[config.mk]
export PLATFORM = sky130hd
export DESIGN_NAME = pool_output_drain_flat
export DESIGN_NICKNAME = d
export VERILOG_FILES = /design/src/rtl/pool_output_drain_pkg.sv /design/src/rtl/pool_output_drain_if.sv /design/src/rtl/pool_output_drain_skid_fifo.sv /design/src/rtl/pool_output_drain.sv /design/src/flat_wrapper.sv
export SDC_FILE = /design/constraint.sdc
export NUM_CORES = 1
export LEC_CHECK = 0
export CAP_MARGIN = 20
export CELL_PAD_IN_SITES_DETAIL_PLACEMENT = 0
export CELL_PAD_IN_SITES_GLOBAL_PLACEMENT = 1
export CORE_MARGIN = 2
export CORE_UTILIZATION = 25
export CTS_CLUSTER_SIZE = 16
export DETAILED_ROUTE_END_ITERATION = 8
export GPL_TIMING_DRIVEN = 0
export PLACE_DENSITY = 0.49
export SYNTH_ARGS = -nofsm -noshare
export SYNTH_HDL_FRONTEND = slang
export SYNTH_HIERARCHICAL = 1
export SYNTH_SLANG_ARGS = --single-unit
[constraint.sdc]
create_clock -name clock -period 7.52 [get_ports clock]
set_input_delay 2.256 -clock clock [delete_from_list [all_inputs] [get_ports clock]]
set_output_delay 2.256 -clock clock [all_outputs]
set_load 0.02 [all_outputs]
[src/rtl/pool_output_drain_pkg.sv]
// Shared types for the pooled-output drain: FSM states, per-word payload
// carried through the skid FIFO, and lane geometry taken from the system
// defines (fallback values are supplied when the defines are absent).
`ifndef OUTPUT_HEIGHT
`define OUTPUT_HEIGHT 4
`endif
`ifndef OUTPUT_WIDTH
`define OUTPUT_WIDTH 8
`endif
`ifndef OUTPUT_SRAM_LEN
`define OUTPUT_SRAM_LEN 4
`endif
`ifndef BIN_LEN
`define BIN_LEN 8
`endif

package drain_pkg;

  localparam int LANES = `OUTPUT_SRAM_LEN;
  localparam int BW    = `BIN_LEN;

  typedef enum logic [1:0] {
    IDLE  = 2'd0,
    READ  = 2'd1,
    FLUSH = 2'd2,
    DONE  = 2'd3
  } drain_state_t;

  typedef struct packed {
    logic [BW*LANES-1:0] data;
    logic [LANES-1:0]    mask;
    logic                last;
  } drain_word_t;

endpackage

[src/rtl/pool_output_drain_if.sv]
// Bus bundle between the drain and its neighbours: the read port of the
// pool array SRAM and the valid/ready stream to the output buffer.
interface pool_output_drain_if #(
  parameter int H     = `OUTPUT_HEIGHT,
  parameter int W     = `OUTPUT_WIDTH,
  parameter int LANES = `OUTPUT_SRAM_LEN,
  parameter int BW    = `BIN_LEN
);

  logic                   SRAM_r_en;
  logic [$clog2(H)-1:0]   SRAM_r;
  logic [$clog2(W)-1:0]   SRAM_c;
  logic [BW*LANES-1:0]    SRAM_out;
  logic                   out_valid;
  logic                   out_ready;
  logic [BW*LANES-1:0]    out_data;
  logic [LANES-1:0]       out_mask;
  logic                   out_last;

  modport master (
    output SRAM_r_en, SRAM_r, SRAM_c,
    input  SRAM_out,
    output out_valid, out_data, out_mask, out_last,
    input  out_ready
  );

  modport slave (
    input  SRAM_r_en, SRAM_r, SRAM_c,
    output SRAM_out,
    input  out_valid, out_data, out_mask, out_last,
    output out_ready
  );

endinterface

[src/rtl/pool_output_drain_skid_fifo.sv]
// Two-entry skid FIFO of drain words. Entry 0 is always the head. When the
// FIFO is empty a word being pushed is presented at the head in the same
// cycle, so a simultaneous push and pop on an empty FIFO flows straight
// through without being stored.
module drain_skid_fifo
  import drain_pkg::*;
(
  input  logic        clock,
  input  logic        reset,
  input  logic        push_i,
  input  drain_word_t push_word_i,
  input  logic        pop_i,
  output drain_word_t head_o,
  output logic [1:0]  count_o,
  output logic        empty_o,
  output logic        full_o
);

  drain_word_t mem0_q, mem0_d;
  drain_word_t mem1_q, mem1_d;
  logic [1:0]  count_q, count_d;

  assign count_o = count_q;
  assign empty_o = (count_q == 2'd0);
  assign full_o  = (count_q == 2'd2);
  assign head_o  = !empty_o ? mem0_q : (push_i ? push_word_i : '0);

  // Next storage contents and occupancy for every push/pop combination
  always_comb begin
    mem0_d  = mem0_q;
    mem1_d  = mem1_q;
    count_d = count_q;
    case ({push_i, pop_i})
      2'b10: begin
        if (count_q == 2'd0) begin
          mem0_d  = push_word_i;
          count_d = 2'd1;
        end else if (count_q == 2'd1) begin
          mem1_d  = push_word_i;
          count_d = 2'd2;
        end
      end
      2'b01: begin
        if (count_q != 2'd0) begin
          mem0_d  = mem1_q;
          count_d = count_q - 2'd1;
        end
      end
      2'b11: begin
        if (count_q == 2'd1) begin
          mem0_d = push_word_i;
        end else if (count_q == 2'd2) begin
          mem0_d = mem1_q;
          mem1_d = push_word_i;
        end
      end
      default: begin
      end
    endcase
  end

  // Storage and occupancy registers
  always_ff @(posedge clock or negedge reset) begin
    if (!reset) begin
      mem0_q  <= '0;
      mem1_q  <= '0;
      count_q <= 2'd0;
    end else begin
      mem0_q  <= mem0_d;
      mem1_q  <= mem1_d;
      count_q <= count_d;
    end
  end

endmodule

[src/rtl/pool_output_drain.sv]
// Read-side master that sweeps the valid pooled-output region of the pool
// array SRAM row by row and streams each read word downstream over a
// valid/ready handshake. A two-entry skid FIFO plus an in-flight read flag
// bound outstanding data to two words, so backpressure never loses data.
// Build option: DRAIN_ZERO_PAD_EN forces masked-off lanes of out_data to 0.
module pool_output_drain #(
  parameter int H     = `OUTPUT_HEIGHT,
  parameter int W     = `OUTPUT_WIDTH,
  parameter int LANES = `OUTPUT_SRAM_LEN,
  parameter int BW    = `BIN_LEN
) (
  input  logic                      clock,
  input  logic                      reset,
  input  logic                      start,
  input  logic [$clog2(H+1)-1:0]    rows_valid,
  input  logic [$clog2(W+1)-1:0]    cols_valid,
  pool_output_drain_if.master       bus,
  output logic                      busy,
  output logic                      done
);

  import drain_pkg::*;

  localparam int RW  = $clog2(H);
  localparam int CW  = $clog2(W);
  localparam int RVW = $clog2(H+1);
  localparam int CVW = $clog2(W+1);

  drain_state_t      state_q, state_d;
  logic [RVW-1:0]    rows_q, rows_d;
  logic [CVW-1:0]    cols_q, cols_d;
  logic [RW-1:0]     row_q, row_d;
  logic [CW-1:0]     col_q, col_d;
  logic              inflight_q;
  logic [LANES-1:0]  mask_q;
  logic              last_q;

  logic              issue;
  logic              pop;
  logic              out_valid;
  logic [1:0]        occ_next;
  logic              last_col;
  logic              last_row;
  logic [LANES-1:0]  mask_now;
  logic [BW*LANES-1:0] cap_data;

  drain_word_t       push_word;
  drain_word_t       head;
  logic [1:0]        fifo_count;
  logic              fifo_empty;
  logic              fifo_full;

`ifdef DRAIN_ZERO_PAD_EN
  function automatic logic [BW*LANES-1:0] zero_pad(
    input logic [BW*LANES-1:0] d,
    input logic [LANES-1:0]    m
  );
    logic [BW*LANES-1:0] r;
    r = d;
    for (int i = 0; i < LANES; i++) begin
      if (!m[i]) r[i*BW +: BW] = '0;
    end
    return r;
  endfunction

  assign cap_data = zero_pad(bus.SRAM_out, mask_q);
`else
  assign cap_data = bus.SRAM_out;
`endif

  // A word is handed downstream either from the FIFO head or straight from
  // the read that lands this cycle.
  assign out_valid = !fifo_empty || inflight_q;
  assign pop       = out_valid && bus.out_ready;

  // Occupancy left after this cycle; a read issued now lands next cycle.
  assign occ_next  = fifo_count + {1'b0, inflight_q} - {1'b0, pop};

  assign last_col  = (int'(col_q) + LANES) >= int'(cols_q);
  assign last_row  = (int'(row_q) + 1) >= int'(rows_q);

  // Lane-valid mask for the read at the current column
  always_comb begin
    mask_now = '0;
    for (int i = 0; i < LANES; i++) begin
      mask_now[i] = (int'(col_q) + i) < int'(cols_q);
    end
  end

  // FSM state register
  always_ff @(posedge clock or negedge reset) begin
    if (!reset) state_q <= IDLE;
    else        state_q <= state_d;
  end

  // FSM next-state logic
  always_comb begin
    state_d = state_q;
    case (state_q)
      IDLE: begin
        if (start) begin
          if (rows_valid == '0 || cols_valid == '0) state_d = DONE;
          else                                      state_d = READ;
        end
      end
      READ:    if (issue && last_row && last_col) state_d = FLUSH;
      FLUSH:   if (occ_next == 2'd0) state_d = DONE;
      DONE:    state_d = IDLE;
      default: state_d = IDLE;
    endcase
  end

  // FSM outputs: read request, busy and done
  always_comb begin
    issue = 1'b0;
    busy  = 1'b0;
    done  = 1'b0;
    case (state_q)
      READ: begin
        issue = (occ_next < 2'd2);
        busy  = 1'b1;
      end
      FLUSH: busy = 1'b1;
      DONE: begin
        busy = 1'b1;
        done = 1'b1;
      end
      default: begin
      end
    endcase
  end

  // Sweep bounds latched at start; row/column advance per issued read
  always_comb begin
    rows_d = rows_q;
    cols_d = cols_q;
    row_d  = row_q;
    col_d  = col_q;
    if (state_q == IDLE && start) begin
      rows_d = rows_valid;
      cols_d = cols_valid;
      row_d  = '0;
      col_d  = '0;
    end else if (issue) begin
      if (last_col) begin
        col_d = '0;
        row_d = row_q + 1'b1;
      end else begin
        col_d = col_q + CW'(LANES);
      end
    end
  end

  // Sweep registers plus issue-stage metadata that travels with each read
  always_ff @(posedge clock or negedge reset) begin
    if (!reset) begin
      rows_q     <= '0;
      cols_q     <= '0;
      row_q      <= '0;
      col_q      <= '0;
      inflight_q <= 1'b0;
      mask_q     <= '0;
      last_q     <= 1'b0;
    end else begin
      rows_q     <= rows_d;
      cols_q     <= cols_d;
      row_q      <= row_d;
      col_q      <= col_d;
      inflight_q <= issue;
      if (issue) begin
        mask_q <= mask_now;
        last_q <= last_row && last_col;
      end
    end
  end

  assign push_word.data = cap_data;
  assign push_word.mask = mask_q;
  assign push_word.last = last_q;

  drain_skid_fifo u_fifo (
    .clock       (clock),
    .reset       (reset),
    .push_i      (inflight_q),
    .push_word_i (push_word),
    .pop_i       (pop),
    .head_o      (head),
    .count_o     (fifo_count),
    .empty_o     (fifo_empty),
    .full_o      (fifo_full)
  );

  // A landing read must always find room in the FIFO
  assert property (@(posedge clock) disable iff (!reset)
    !(fifo_full && inflight_q && !pop));

  assign bus.SRAM_r_en = issue;
  assign bus.SRAM_r    = row_q;
  assign bus.SRAM_c    = col_q;
  assign bus.out_valid = out_valid;
  assign bus.out_data  = head.data;
  assign bus.out_mask  = head.mask;
  assign bus.out_last  = head.last;

endmodule

[src/flat_wrapper.sv]
// flat-port wrapper written by rule: the top's interface ports become plain ports
module pool_output_drain_flat import drain_pkg::*;
#(
  parameter int H     = `OUTPUT_HEIGHT,
  parameter int W     = `OUTPUT_WIDTH,
  parameter int LANES = `OUTPUT_SRAM_LEN,
  parameter int BW    = `BIN_LEN
)
  (clock, reset, start, rows_valid, cols_valid, busy, done, bus_SRAM_r_en, bus_SRAM_r, bus_SRAM_c, bus_SRAM_out, bus_out_valid, bus_out_data, bus_out_mask, bus_out_last, bus_out_ready);
  pool_output_drain_if #(.H(H), .W(W), .LANES(LANES), .BW(BW)) bus_i ();
  input  logic clock;
  input  logic reset;
  input  logic start;
  input  logic [$clog2(H+1)-1:0] rows_valid;
  input  logic [$clog2(W+1)-1:0] cols_valid;
  output logic busy;
  output logic done;
  output wire logic [$bits(bus_i.SRAM_r_en)-1:0] bus_SRAM_r_en;
  output wire logic [$bits(bus_i.SRAM_r)-1:0] bus_SRAM_r;
  output wire logic [$bits(bus_i.SRAM_c)-1:0] bus_SRAM_c;
  input wire logic [$bits(bus_i.SRAM_out)-1:0] bus_SRAM_out;
  output wire logic [$bits(bus_i.out_valid)-1:0] bus_out_valid;
  output wire logic [$bits(bus_i.out_data)-1:0] bus_out_data;
  output wire logic [$bits(bus_i.out_mask)-1:0] bus_out_mask;
  output wire logic [$bits(bus_i.out_last)-1:0] bus_out_last;
  input wire logic [$bits(bus_i.out_ready)-1:0] bus_out_ready;
  assign bus_SRAM_r_en = bus_i.SRAM_r_en;
  assign bus_SRAM_r = bus_i.SRAM_r;
  assign bus_SRAM_c = bus_i.SRAM_c;
  assign bus_i.SRAM_out = bus_SRAM_out;
  assign bus_out_valid = bus_i.out_valid;
  assign bus_out_data = bus_i.out_data;
  assign bus_out_mask = bus_i.out_mask;
  assign bus_out_last = bus_i.out_last;
  assign bus_i.out_ready = bus_out_ready;
  pool_output_drain #(.H(H), .W(W), .LANES(LANES), .BW(BW)) u_core (.clock(clock), .reset(reset), .start(start), .rows_valid(rows_valid), .cols_valid(cols_valid), .bus(bus_i), .busy(busy), .done(done));
endmodule
=== After elaboration in Yosys (flattened, before gate mapping) ===
Index checks and enable logic that the tools add are counted.
W data, S select, Z words.

* Latch bits: 0
* Word-level logic and storage cells: 106
* RAM bits: 0
* Bits in read-only memories: 0
* Memories kept: 0
* Register bits after elaboration: 96
* Input port bits: 43
* Output and inout bits: 46

* Divide/modulo/power cells: 0
* Equal/unequal tests: 19
* $lt $le $gt $ge: 7
* Shift operators: 0
* $mul: 0
* Bitwise gates (word level): 0
* Reductions and logical operators: 25
* Mux-type cells: 30
* Add/subtract/negate cells: 10

{| class="wikitable"
|+ Operators by type and width
! cell !! count
|-
| $mux W37 || 10
|-
| $pmux W37 S3 || 1
|-
| $lt A32 B5 Y1 || 3
|-
| $pmux W37 S2 || 1
|-
| $ge A32 B4 Y1 || 1
|-
| $ge A32 B5 Y1 || 1
|-
| $mux W2 || 10
|-
| $ne A2 B2 Y1 const B || 6
|-
| $eq A2 B2 Y1 const B || 5
|-
| $reduce_bool A2 Y1 || 5
|-
| $mux W3 || 3
|-
| $add A3 B2 Y4 const B || 2
|-
| $pmux W2 S4 || 1
|-
| $eq A2 B1 Y1 const B || 3
|-
| $logic_not A2 Y1 || 3
|-
| $ne A2 B1 Y1 const B || 3
|-
| $reduce_and A3 Y1 || 2
|-
| $logic_and A1 B1 Y1 || 5
|-
| $reduce_and A5 Y1 || 1
|-
| $add A3 B1 Y4 const B || 1
|-
| $add A3 B3 Y4 const B || 1
|-
| $logic_not A4 Y1 || 1
|-
| $lt A3 B4 Y1 || 1
|-
| $pmux W2 S2 || 1
|-
| 17 further kinds || 20
|}

=== Logic depth before layout (Yosys ltp) ===
* Word-level depth: 11
* Gate-level depth with buffers: 12
* Depth with buffers taken out: 12

=== By module ===
Netlist, hierarchy kept.

{| class="wikitable"
|+ By module, submodules not included
! module !! cells each !! instances !! area each (µm²)
|-
| drain_skid_fifo || 350 || 1 || 3917.5
|-
| pool_output_drain || 106 || 1 || 1088.5
|}

=== Worst setup path before layout ===
Ideal clock, no wire load.

* Path type: input to output
* Start: input bus_out_ready
* End: output bus_SRAM_r_en
* Cell stages on the path: 8
* Slack: 1.604 ns
* Data arrival time: 3.660 ns
* Cell sequence: and2_1 ha_1 inv_1 ha_1 xnor3_2 nand2_1 clkbuf_1 inv_1

* Word-level cells in the longest chain between the ends: 4

{| class="wikitable"
|+ Ends and longest elaborated chain
! what !! RTL line !! source
|-
| start, declared || flat_wrapper.sv:26 || <nowiki>input wire logic [$bits(bus_i.out_ready)-1:0] bus_out_ready;</nowiki>
|-
| $logic_and A1 B1 Y1 || pool_output_drain.sv:74 || <nowiki>assign pop = out_valid && bus.out_ready;</nowiki>
|-
| $sub A2 B1 Y2 || pool_output_drain.sv:77 || <nowiki>assign occ_next = fifo_count + {1'b0, inflight_q} - {1'b0, pop};</nowiki>
|-
| $lt A2 B2 Y1 || pool_output_drain.sv:120 || <nowiki>issue = (occ_next < 2'd2);</nowiki>
|-
| $mux W1 || pool_output_drain.sv:118 || <nowiki>case (state_q)</nowiki>
|-
| end, declared || flat_wrapper.sv:18 || <nowiki>output wire logic [$bits(bus_i.SRAM_r_en)-1:0] bus_SRAM_r_en;</nowiki>
|}

Every way passes these cells.

=== Worst setup path after layout ===
* Start: input bus_out_ready
* End: output bus_SRAM_r_en

* Word-level cells in the longest chain between the ends: 4

{| class="wikitable"
|+ Ends and longest elaborated chain
! what !! RTL line !! source
|-
| $logic_and A1 B1 Y1 || pool_output_drain.sv:74 ||
|-
| net u_core.pop || pool_output_drain.sv:39 || <nowiki>logic pop;</nowiki>
|-
| $sub A2 B1 Y2 || pool_output_drain.sv:77 ||
|-
| $lt A2 B2 Y1 || pool_output_drain.sv:120 ||
|-
| $mux W1 || pool_output_drain.sv:118 ||
|}

The timed path passes the listed nets, and every way through them passes these cells.

==> flow_metrics.tcl <==
set metrics [dict create \
    status "finished, final reports clean" \
    routed_wl_um 12900 \
    r2r_setup_slack_ns 4.66 \
    holdCritPathClass "flop to flop" \
    r2r_end "u_core/state_q[1]" \
    grt_pass1_vias 3856 \
    cp_max_fo 10 \
    synth_area_leader_cell "dfrtp_1" \
    cp.required_ns 5.26 \
    hold_viol_final 0 \
    multiInputGateArea_sq_mm 0.00228 \
    die_y_um 146 \
    clk_pin_slew_ns 0.06 \
    layout.cells.non_filler 826 \
    rows 51 \
    synthMuxAreaShare_pct 25.5 \
    diodes 0 \
    crit_chain "clkdlybuf4s50_1, and2_1, ha_1, inv_1, ha_1, xnor3_2, nand2_1, clkbuf_1, inv_1, clkdlybuf4s50_1" \
    die_w_um 146 \
    fmax_ghz 0.142 \
    ys_types 40 \
    finalCritPeriodShare_pct 93.4 \
    via_per_inst 4.38 \
    grt_pass1_wl_um 21200 \
    ant_nets 0 \
    critPathMaxStageDelay_ns 0.57 \
    hold-path-endpoint "u_core/u_fifo/mem1_q[28]" \
    whs_path_depth 1 \
    rr_startpoint "u_core/u_fifo/count_o[0]" \
    top_layer_used "met5" \
    synth_top_family_by_area "multiplexers" \
    initial_core_util_pct 25.6 \
    htree_levels 3 \
    hold_buffers 0 \
    power_density_mw_per_mm2 446 \
    crit_slowest_cell "clkdlybuf4s50_1" \
    core_area_sq_mm 0.0195 \
    ioPinCount 89 \
    route.met2.wl_um 6080 \
    antenna_found_initial 1 \
    fin_util_pct 33.7 \
    synth-seq-area-share_pct 47.0 \
    drc_errors 0 \
    dp_hpwl_um 8900 \
    worst_slew_pin_slew_ns 0.747 \
    finalSetupViolations 0 \
    cts_sinks 94 \
    holdWs_ns 0.495 \
    drive_gt1_share_pct 13.9 \
    finalCriticalPeriod_ns 7.02 \
    synth_area_leaders "dfrtp_1 (47%), mux2i_1 (15%), mux2_2 (8.8%), ha_1 (5.0%), o21ai_0 (4.2%)" \
    slew_viol_final 0 \
    maxSlewHeadroom_pct 50.2 \
    rr_worst_depth 11 \
    synth_cells 456 \
    io_buffer_count 86 \
    overflow 0 \
    cts_buffer_depth 2 \
    synth_ff_type "dfrtp_1" \
    synth_edf_count 0 \
    dr.pass1.iters 4 \
    async_flop_share_pct 100 \
    grt.total_usage_pct 12.8 \
    hp-start "u_core/u_fifo/mem1_q[28]" \
    critPathLaunchType "input pin" \
    crit_type "input pin to primary output" \
    synth_seq_cells 94 \
    die-area_sq_mm 0.0212 \
    yosys-top-cells-count "dfrtp_1 (94), mux2i_1 (77), inv_1 (53)" \
    area_growth_pct 31.3 \
    drv_cap 0 \
    yosys.area_share.simple_pct 6.87 \
    crit_arrival_ns 4.77 \
    fin_tns_setup_ns 0 \
    yosysWarnings 6 \
    nNetsFinal 619 \
    critPathCaptureType "primary output" \
    place.gp.congestion 0.716 \
    final-seq-area_sq_mm 0.00235 \
    cts_tree "built" \
    cts-root-buf "clkbuf_16" \
    dp_slack_ns 0.442 \
    synth_top_area_share_pct 47.0 \
    synthAdderAreaFrac_pct 5.00 \
    wl_met1_um 5930 \
    clock_skew_ns 0.00718 \
    post_cts_buffers 0 \
    n_fill_cell 1992 \
    numCtsBuffers 9 \
    grt_max_degree 54 \
    worstSkewPairLatency_ns 0.36 \
    avgRoutedWirePerCell_um 15.6 \
    post_cts_resized 0 \
    synth_compound_area_share_pct 7.37 \
    syn-cell-area_sq_mm 0.00501 \
    fin_ws_ns 0.495 \
    p_leak_uw 0.00298 \
    dp.cells 810 \
    initialDrtViolationCount 149 \
    syn_area_per_cell_sq_um 11.0 \
    synth_most_common_cell "dfrtp_1" \
    rsz0062_at_grt "false" \
    synth_xor_area_share_pct 0.650 \
    peakVddDrop_mv 0.128 \
    vias 3621 \
    wl_met3_um 645 \
]
placed cells by master, fill, tap and decap left out, drive strengths merged, types with 5 or more instances in the layout:
master	netlist	routed
clkdlybuf4s50	0	85
mux2	45	45
nand3	13	13
mux2i	77	77
nand2	39	39
dfrtp	94	94
ha	20	20
o21ai	44	44
clkbuf	9	19
a21oi	10	10
buf	17	19
inv	53	55
nor2	5	5
sequential cells by signal (all words and copies together), names as in the netlist, 2 cells and up:
register,count
u_core/u_fifo/mem1_q,37
u_core/state_q,2
u_core/cols_q,4
u_core/u_fifo/mem0_q,37
u_core/bus.SRAM_r,2
u_core/rows_q,3
u_core/u_fifo/count_o,2
u_core/mask_q,4
where the power goes:
part / switching (uW) / internal, uW / total, uW
clock network: 211 / 328 / 538
logic: 806 / 716 / 1520
registers: 123 / 753 / 875
worst max-delay path, delay by kind of cell:
family        cells  cell delay, ns
simple gates      2            0.30
fa+ha+maj         2            0.43
buf+inv           5            1.49
xor+xnor          1            0.28
worst max path at each step:
stage                        startpoint                to  slack [ns]  depth (start not counted)
after global placement            reset  u_core/cols_q[2]        0.30                          1
after CTS                 bus_out_ready     bus_SRAM_r_en        0.43                         10
after floorplan           bus_out_ready     bus_SRAM_r_en        1.60                          8
after global routing      bus_out_ready     bus_SRAM_r_en        0.26                         10
after detailed placement  bus_out_ready     bus_SRAM_r_en        0.44                         10
final                     bus_out_ready     bus_SRAM_r_en        0.50                         10
layout make-up:
type                       instances  area share, %
sequential                        94           35.8
multi-input combinational        285           34.7
clock buffer                      10           3.48
buffer                            26           2.70
clock inverter                     6           1.75
timing repair buffer              87           13.5
tap                              265           5.04
inverter                          53           3.03
cell families (layout without fill, tap and decap cells):
logic type | Yosys count | in the layout
multiplexers | 122 | 122
flip-flops | 94 | 94
buffers and inverters | 79 | 182
AND/OR/NAND/NOR | 74 | 74
AO/OA/AOI/OAI | 64 | 64
adder cells (fa/ha/maj) | 20 | 20
XOR/XNOR | 2 | 2
other | 1 | 3
routing by layer:
metal | vias to the layer above | track usage [%]
li1 | 1747 | -
met1 | 1791 | 16.1
met2 | 67 | 21.1
met3 | 14 | 3.79
met4 | 2 | 4.12
met5 | - | 0
through the flow:
step / area, sq um / power [uW]
2_1_floorplan: 5010 / 1870
3_3_place_gp: 6210 / 2400
3_5_place_dp: 6230 / 2430
4_1_cts: 6580 / 2990
5_1_grt: 6580 / 3170
6_report: 6580 / 2940
No activity file was read; power rests on OpenSTA's default activity.
